**src/rtl/qft3_measure_unit.sv**
```systemverilog
// Measurement back-end for the 3-qubit QFT core: snapshots eight complex amplitudes,
// scans |a|^2 one basis state per cycle, and reports argmax, total and a normalisation flag.
module qft3_measure_unit #(
  parameter int DATA_W = 8,
  parameter int FRAC_W = 4,
  parameter int TOL    = 32
) (
  input  logic                  clk,
  input  logic                  rst_n,
  input  logic                  in_valid,
  output logic                  in_ready,
  input  logic [8*DATA_W-1:0]   amp_r,
  input  logic [8*DATA_W-1:0]   amp_i,
  output logic                  out_valid,
  input  logic                  out_ready,
  output logic [2:0]            out_index,
  output logic [2*DATA_W-1:0]   out_max,
  output logic [2*DATA_W+2:0]   out_sum,
  output logic                  norm_ok,
  input  logic [2:0]            rd_addr,
  output logic [2*DATA_W-1:0]   rd_prob,
  output logic [1:0]            dbg_state
);

  localparam int P_W = 2 * DATA_W;
  localparam int S_W = 2 * DATA_W + 3;
  localparam int D_W = 2 * DATA_W + 4;
  localparam logic signed [D_W-1:0] UNITY = D_W'(1) << (2 * FRAC_W);
  localparam logic signed [D_W-1:0] TOL_S = D_W'(TOL);

  typedef enum logic [1:0] {IDLE = 2'd0, SCAN = 2'd1, DONE = 2'd2} state_t;

  // Handshakes: a transfer happens on a rising edge where valid and ready are both high;
  // the producer holds data stable while valid && !ready.
  state_t                     state_q, state_d;
  logic [2:0]                 idx_q, idx_d;
  logic [P_W-1:0]             max_q, max_d;
  logic [2:0]                 max_idx_q, max_idx_d;
  logic [S_W-1:0]             sum_q, sum_d;
  logic signed [DATA_W-1:0]   snap_r_q [8];
  logic signed [DATA_W-1:0]   snap_r_d [8];
  logic signed [DATA_W-1:0]   snap_i_q [8];
  logic signed [DATA_W-1:0]   snap_i_d [8];
  logic [P_W-1:0]             prob_q [8];
  logic [P_W-1:0]             prob_d [8];
  logic                       out_valid_q, out_valid_d;
  logic [2:0]                 out_index_q, out_index_d;
  logic [P_W-1:0]             out_max_q, out_max_d;
  logic [S_W-1:0]             out_sum_q, out_sum_d;
  logic                       norm_ok_q, norm_ok_d;

  logic signed [DATA_W-1:0]   cur_r, cur_i;
  logic signed [P_W-1:0]      sq_r, sq_i;
  logic [P_W-1:0]             p;
  logic [S_W-1:0]             sum_next;
  logic [P_W-1:0]             max_next;
  logic [2:0]                 max_idx_next;
  logic signed [D_W-1:0]      diff, abs_diff;
  logic                       norm_next;

  // Full-precision squares; the sum of two squares always fits in P_W unsigned bits.
  always_comb begin
    cur_r        = snap_r_q[idx_q];
    cur_i        = snap_i_q[idx_q];
    sq_r         = cur_r * cur_r;
    sq_i         = cur_i * cur_i;
    p            = $unsigned(sq_r) + $unsigned(sq_i);
    sum_next     = sum_q + S_W'(p);
    max_next     = (p > max_q) ? p : max_q;
    max_idx_next = (p > max_q) ? idx_q : max_idx_q;
    diff         = $signed(D_W'(sum_next)) - UNITY;
    abs_diff     = (diff < 0) ? -diff : diff;
    norm_next    = (abs_diff <= TOL_S);
  end

  always_comb begin
    state_d     = state_q;
    idx_d       = idx_q;
    max_d       = max_q;
    max_idx_d   = max_idx_q;
    sum_d       = sum_q;
    snap_r_d    = snap_r_q;
    snap_i_d    = snap_i_q;
    prob_d      = prob_q;
    out_valid_d = out_valid_q;
    out_index_d = out_index_q;
    out_max_d   = out_max_q;
    out_sum_d   = out_sum_q;
    norm_ok_d   = norm_ok_q;
    case (state_q)
      IDLE: begin
        if (in_valid) begin
          for (int k = 0; k < 8; k++) begin
            snap_r_d[k] = amp_r[k*DATA_W +: DATA_W];
            snap_i_d[k] = amp_i[k*DATA_W +: DATA_W];
          end
          idx_d     = 3'd0;
          max_d     = '0;
          max_idx_d = 3'd0;
          sum_d     = '0;
          state_d   = SCAN;
        end
      end
      SCAN: begin
        prob_d[idx_q] = p;
        sum_d         = sum_next;
        max_d         = max_next;
        max_idx_d     = max_idx_next;
        if (idx_q == 3'd7) begin
          out_max_d   = max_next;
          out_index_d = max_idx_next;
          out_sum_d   = sum_next;
          norm_ok_d   = norm_next;
          out_valid_d = 1'b1;
          state_d     = DONE;
        end else begin
          idx_d = idx_q + 3'd1;
        end
      end
      DONE: begin
        if (out_ready) begin
          out_valid_d = 1'b0;
          state_d     = IDLE;
        end
      end
      default: state_d = IDLE;
    endcase
  end

  always_ff @(posedge clk or negedge rst_n) begin
    if (!rst_n) begin
      state_q     <= IDLE;
      idx_q       <= 3'd0;
      max_q       <= '0;
      max_idx_q   <= 3'd0;
      sum_q       <= '0;
      out_valid_q <= 1'b0;
      out_index_q <= 3'd0;
      out_max_q   <= '0;
      out_sum_q   <= '0;
      norm_ok_q   <= 1'b0;
      for (int k = 0; k < 8; k++) begin
        snap_r_q[k] <= '0;
        snap_i_q[k] <= '0;
        prob_q[k]   <= '0;
      end
    end else begin
      state_q     <= state_d;
      idx_q       <= idx_d;
      max_q       <= max_d;
      max_idx_q   <= max_idx_d;
      sum_q       <= sum_d;
      out_valid_q <= out_valid_d;
      out_index_q <= out_index_d;
      out_max_q   <= out_max_d;
      out_sum_q   <= out_sum_d;
      norm_ok_q   <= norm_ok_d;
      snap_r_q    <= snap_r_d;
      snap_i_q    <= snap_i_d;
      prob_q      <= prob_d;
    end
  end

  assign in_ready  = (state_q == IDLE);
  assign out_valid = out_valid_q;
  assign out_index = out_index_q;
  assign out_max   = out_max_q;
  assign out_sum   = out_sum_q;
  assign norm_ok   = norm_ok_q;
  assign rd_prob   = prob_q[rd_addr];
  assign dbg_state = state_q;

endmodule

```
**config.mk**
```make
export PLATFORM = sky130hd
export DESIGN_NAME = qft3_measure_unit
export DESIGN_NICKNAME = d
export VERILOG_FILES = /design/src/rtl/qft3_measure_unit.sv
export SDC_FILE = /design/constraint.sdc
export NUM_CORES = 1
export LEC_CHECK = 0
export ABC_AREA = 1
export CORE_MARGIN = 2
export CORE_UTILIZATION = 35
export CTS_CLUSTER_SIZE = 30
export DETAILED_ROUTE_END_ITERATION = 10
export HOLD_SLACK_MARGIN = 0.05
export PLACE_DENSITY = 0.6
export REMOVE_ABC_BUFFERS = 1
export SLEW_MARGIN = 10
export SYNTH_ARGS = -nofsm -noshare
export SYNTH_HDL_FRONTEND = slang
export SYNTH_SLANG_ARGS = --single-unit
```
**constraint.sdc**
```tcl
create_clock -name clk -period 11.06 [get_ports clk]
set_clock_uncertainty 0.15 [all_clocks]
set_input_delay 1.659 -clock clk [delete_from_list [all_inputs] [get_ports clk]]
set_output_delay 1.659 -clock clk [all_outputs]
set_load 0.02 [all_outputs]
```
==> flow_summary.json, run 1 <==
{
  "synth_top_area_cell": "dfrtp_1",
  "ys.flop_type": "dfrtp_1",
  "synth_area_sq_um": 21110,
  "antenna_found_initial": 0,
  "fin_crit_sh_pct": 93.53,
  "vias": 16760,
  "cts.clk_slew.worst_paths_ps": 60,
  "relSlewSlack_pct": 27.14,
  "drt_wl_total_mm": 57.63,
  "crit_end": "max_q[9]",
  "finalMaxSlewViolations": 0,
  "insertedDiodeCount": 0,
  "fin_nets": 2937,
  "ant_nets": 0,
  "place.gp.congestion": 0.8960,
  "synth_top_area_share_pct": 40.18,
  "areaGrowthSynthToFinish_pct": 19.35,
  "cts_root_buf": "clkbuf_16",
  "grt_max_degree": 146,
  "yosysMostFrequentCell": "nand2_1",
  "clkSinkCount": 339,
  "yosys.cell_types.count": 41,
  "place_inst": 3342,
  "cp_slowest_cell": "a2111oi_1",
  "worstMarginPinSlew_ps": 1092,
  "r2r_start": "idx_q[1]",
  "postCtsHoldBufs": 0,
  "die_width_microns": 249.6,
  "cts_inserted_buffers": 39,
  "ys_seq_area_share_pct": 40.18,
  "hold_viol_final": 0,
  "ys_async_sr_fraction_pct": 100.0,
  "cts_resized": 0,
  "io_buffers": 193,
  "reg2regPathDepth": 42,
  "vias_per_cell": 4.915,
  "drt-wirelength-per-cell_microns": 16.90,
  "postCtsSetupRepairBufs": 0,
  "cp.arrival_ps": 10590,
  "finalSetupViolCount": 0,
  "start_kind": "flop",
  "status": "finished, final reports clean",
  "core_sq_um": 60020,
  "max_stage_delay_ps": 660,
  "drc": 0,
  "first_pass_iters": 5,
  "synth-edff-count": 0,
  "path_class": "reg -> reg",
  "syn_area_per_cell_sq_um": 8.648,
  "drive_gt1_share_pct": 10.58,
  "place_hpwl_mm": 41.08,
  "fillers": 5940,
  "cap_violations": 0,
  "grt.overflow.total": 0,
  "track_usage_pct": 18.72,
  "clk_path_buf_depth": 3,
  "grt_pass1_vias": 17030,
  "pin_count": 194,
  "ys_top_cells_by_count": "438 x nand2_1, 339 x dfrtp_1, 336 x o21ai_0, 331 x inv_1, 293 x nor2_1",
  "fin_cells": 3410,
  "worstPathRequired_ps": 11310,
  "rr_endpoint": "max_q[9]",
  "hp-start": "prob_q[117]",
  "yosysWarningCount": 0,
  "die_h_microns": 249.6,
  "drt-initial-drc-count": 944,
  "crit_fanout": 28,
  "endpoint_kind": "flop",
  "fmax_mhz": 96.67,
  "cpMostUsedCell": "nand2_1",
  "row_count": 90,
  "period_needed_ps": 10340,
  "clock_latency_ps": 560,
  "grt_pass1_wl_mm": 92.74,
  "cts_tree": "yes",
  "start_util_pct": 35.17,
  "ys_ff_latch": 339,
  "die_area_sq_um": 62300,
  "hp-class": "reg -> reg",
  "htreeDepth": 2,
  "startpoint": "idx_q[1]",
  "synth_cells": 2441,
  "synth.area.top_cells": "dfrtp_1 40%, fa_1 11%, o21ai_0 8.0%",
  "reg2reg_slack_ps": 720
}
-- layout by cell type (no fill, tap or decap), drive strengths merged --
master | Yosys | routed
a31oi | 18 | 18
bufinv | 0 | 5
o32ai | 2 | 2
o21ai | 336 | 336
clkdlybuf4s50 | 0 | 191
nor3 | 7 | 7
clkbuf | 87 | 55
nand4 | 24 | 24
nand2b | 1 | 1
a2111oi | 1 | 1
a21oi | 45 | 45
o22ai | 29 | 29
buf | 8 | 23
or2 | 8 | 8
o21bai | 1 | 1
xor2 | 10 | 10
nand2 | 464 | 464
dfrtp | 339 | 339
xnor2 | 17 | 17
o21a | 1 | 1
fa | 116 | 116
clkinvlp | 0 | 7
nand3b | 2 | 2
a211oi | 1 | 1
mux2 | 128 | 128
o211ai | 7 | 7
inv | 338 | 340
ha | 85 | 85
o221ai | 1 | 1
nand3 | 53 | 53
and2 | 2 | 2
nor2 | 302 | 302
clkinv | 8 | 7
-- metrics by stage --
stage	area, sq um	setup TNS (ps)	worst slack [ps]	hold slack [ps]	util, %
after floorplan	20750	0	1099	286.6	-
after global placement	23840	0	389.1	302.8	39.72
after detailed placement	23840	0	136.9	307.5	39.72
after CTS	25180	0	105.7	321.9	41.96
after global routing	25200	-2.571	-2.571	351.3	41.98
final	25200	0	715.4	322.7	41.98
-- flip-flops by register name, indices dropped and copies added (netlist names) --
signal and cells:
out_sum 19, out_valid 1, max_q 16, snap_i_q 64, prob_q 128, norm_ok 1
sum_q 19, dbg_state 2, out_max 16, snap_r_q 64, idx_q 3, out_index 3
max_idx_q 3
-- worst max-delay path, delay by kind of cell (launching register included) --
family,cells,cell delay (ps)
buffers and inverters,9,1630
adders and majority gates,8,3670
AOI/OAI and AO/OA,8,1630
and+or+nand+nor,17,2670
DFF,1,420
-- metal layers --
| layer | part of all wire (%) | track usage [%] | up-vias |
|---|---|---|---|
| met1 | 44 | 24.30 | 8144 |
| met3 | 5.3 | 3.202 | 85 |
| met5 | 0 | 0 | - |
| li1 | - | - | 8111 |
| met2 | 48 | 31.86 | 419 |
| met4 | 2.9 | 5.886 | 0 |
-- kinds of logic (layout without fill, tap and decap cells) --
family          count (synthesis)  in the layout  share of synthesized area (%)
compound gates                442            442                          10.98
simple gates                  863            863                          16.99
fa+ha+maj                     201            201                          16.04
buf+inv                       441            628                          7.859
xor+xnor                       27             27                          1.120
flops                         339            339                          40.18
mux                           128            128                          6.828
-- how the worst min path moves through the flow --
| stage | end | slack, ps | cells past startpoint |
|---|---|---|---|
| floorplan | prob_q[117] | 290 | 2 |
| global placement | prob_q[117] | 300 | 2 |
| detailed placement | prob_q[117] | 310 | 2 |
| CTS | prob_q[117] | 320 | 2 |
| global route | prob_q[44] | 350 | 2 |
| finish | prob_q[117] | 320 | 2 |
-- layout make-up --
class / count / area [sq um] / share of cell area, %
well taps: 782 / 978.4 / 3.883
repair buffers: 214 / 2102 / 8.343
clock buffers: 55 / 1139 / 4.519
clock inverters: 13 / 206.4 / 0.8194
flip-flops and latches: 339 / 8484 / 33.67
multi-input cells: 1661 / 10980 / 43.58
inverters: 346 / 1306 / 5.184
Power of run 1 is left out: the tool's default activity adds up to more than one toggle a clock period on the data nets, which glitch-free logic cannot reach.
==> inputs of run 2 (changes only) <==
Settings changed: TNS_END_PERCENT from default to 10.
==> results of run 2 <==
No change in the layout: final DEF, timing and power equal those of run 1.
Power of run 2 is left out for the same reason.
==> inputs of run 3 (changes only) <==
Settings changed: CTS_BUF_LIST from default to sky130_fd_sc_hd__clkbuf_4 sky130_fd_sc_hd__clkbuf_8 sky130_fd_sc_hd__clkbuf_16.
==> flow_summary.json, run 3 (synthesis gave the netlist of run 1 again) <==
{
  "status": "finished, final reports clean",
  "areaGrowthSynthToFinish_pct": 19.49,
  "wl_met2_mm": 27.86,
  "endpoint_kind": "flop",
  "postCtsSetupRepairBufs": 0,
  "hold_path_end": "prob_q[117]",
  "cap_violations": 0,
  "fin_cells": 3410,
  "cpMostUsedCell": "nand2_1",
  "hp-class": "reg -> reg",
  "top_layer_used": "met4",
  "reg2reg_slack_ps": 630,
  "first_pass_iters": 5,
  "drt_wl_total_mm": 57.66,
  "postCtsHoldBufs": 0,
  "vias_per_cell": 4.918,
  "period_needed_ps": 10430,
  "clk_path_buf_depth": 3,
  "place_inst": 3342,
  "insertedDiodeCount": 0,
  "largest_register_ffs": 128,
  "placed_cell_area_sq_um": 23840,
  "clkSinkCount": 339,
  "antenna_found_initial": 0,
  "cts_inserted_buffers": 39,
  "fin_crit_sh_pct": 94.30,
  "htreeDepth": 2,
  "grt.overflow.total": 0,
  "cts.clk_slew.worst_paths_ps": 60,
  "path_class": "reg -> reg",
  "final_cell_mix": "437 x nand2_1, 338 x dfrtp_1, 336 x o21ai_0",
  "grt_pass1_vias": 17030,
  "cp_slowest_cell": "a2111oi_1",
  "drt-initial-drc-count": 911,
  "regMostFlops": "prob_q",
  "grt_max_degree": 146,
  "io_buffers": 193,
  "die_h_microns": 249.6,
  "ant_nets": 0,
  "reg2regPathDepth": 42,
  "vias": 16770,
  "place.gp.congestion": 0.8960,
  "start_kind": "flop",
  "worstMarginPinSlew_ps": 1102,
  "grt_pass1_wl_mm": 92.78,
  "r2r_start": "idx_q[1]",
  "finalSetupViolCount": 0,
  "hold_viol_final": 0,
  "start_util_pct": 35.17,
  "pin_count": 194,
  "row_count": 90,
  "worstPathRequired_ps": 11310,
  "die_area_sq_um": 62300,
  "die_width_microns": 249.6,
  "drt-wirelength-per-cell_microns": 16.91,
  "cts_resized": 0,
  "wl_met1_mm": 25.29,
  "drive_gt1_share_pct": 10.88,
  "drc": 0,
  "clock_latency_ps": 560,
  "cts_root_buf": "clkbuf_16",
  "final_common_cell": "nand2_1",
  "cts_tree": "yes",
  "fin_setup_tns_ps": 0,
  "fmax_mhz": 95.89,
  "rr_endpoint": "out_max[10]",
  "dr_wl_met3_mm": 2.848,
  "relSlewSlack_pct": 26.44,
  "finalMaxSlewViolations": 0,
  "place_hpwl_mm": 41.08,
  "holdPathStages": 2,
  "cp.arrival_ps": 10680,
  "max_stage_delay_ps": 730,
  "crit_fanout": 28,
  "largestRegisters": "prob_q x128, snap_i_q x64, snap_r_q x64",
  "fin_nets": 2937,
  "track_usage_pct": 18.73,
  "hp-start": "prob_q[117]",
  "core_sq_um": 60020,
  "final_area_sq_um": 25230
}
-- run 3: cell counts in the layout (fill, tap and decap cells not counted) --
Identical to the previous run, type by type.
-- run 3: worst max-delay path by stage --
| stage | from | endpoint | slack (ps) | cells after the start |
|---|---|---|---|---|
| 2_1_floorplan | idx_q[0] | out_max[14] | 1100 | 38 |
| 3_3_place_gp | idx_q[1] | out_max[7] | 390 | 42 |
| 3_5_place_dp | idx_q[1] | out_max[7] | 140 | 42 |
| 4_1_cts | idx_q[1] | max_q[9] | 110 | 42 |
| 5_1_grt | idx_q[1] | out_max[7] | -3 | 42 |
| 6_report | idx_q[1] | out_max[10] | 630 | 42 |
-- run 3: stage by stage --
stage	hold slack [ps]	utilization (%)	setup WS [ps]
2_1_floorplan	286.6	-	1099
3_3_place_gp	302.8	39.72	389.1
3_5_place_dp	307.5	39.72	136.9
4_1_cts	322.0	42.01	105.4
5_1_grt	351.3	42.03	-3.173
6_report	325.9	42.03	630.9
-- run 3: critical path: cells and delay by family, from the launching register on --
| kind | cells | cell delay (ps) |
|---|---|---|
| AO/OA/AOI/OAI | 8 | 1740 |
| AND/OR/NAND/NOR | 17 | 2650 |
| flip-flops | 1 | 420 |
| adder cells (fa/ha/maj) | 8 | 3670 |
| buffers and inverters | 9 | 1630 |
-- run 3: final cells by class --
cell class	count	area, sq um
well taps	782	978.4
flip-flops and latches	339	8484
clock inverters	13	206.4
fillers	5938	34790
repair buffers	214	2102
multi-input cells	1661	10980
clock buffers	55	1169
inverters	346	1306
-- run 3: routing by layer --
layer	track usage (%)	vias up
met1	24.27	8165
met2	31.89	400
met5	0	-
li1	-	8118
met3	3.202	87
met4	5.921	0
Power of run 3 is left out for the same reason.
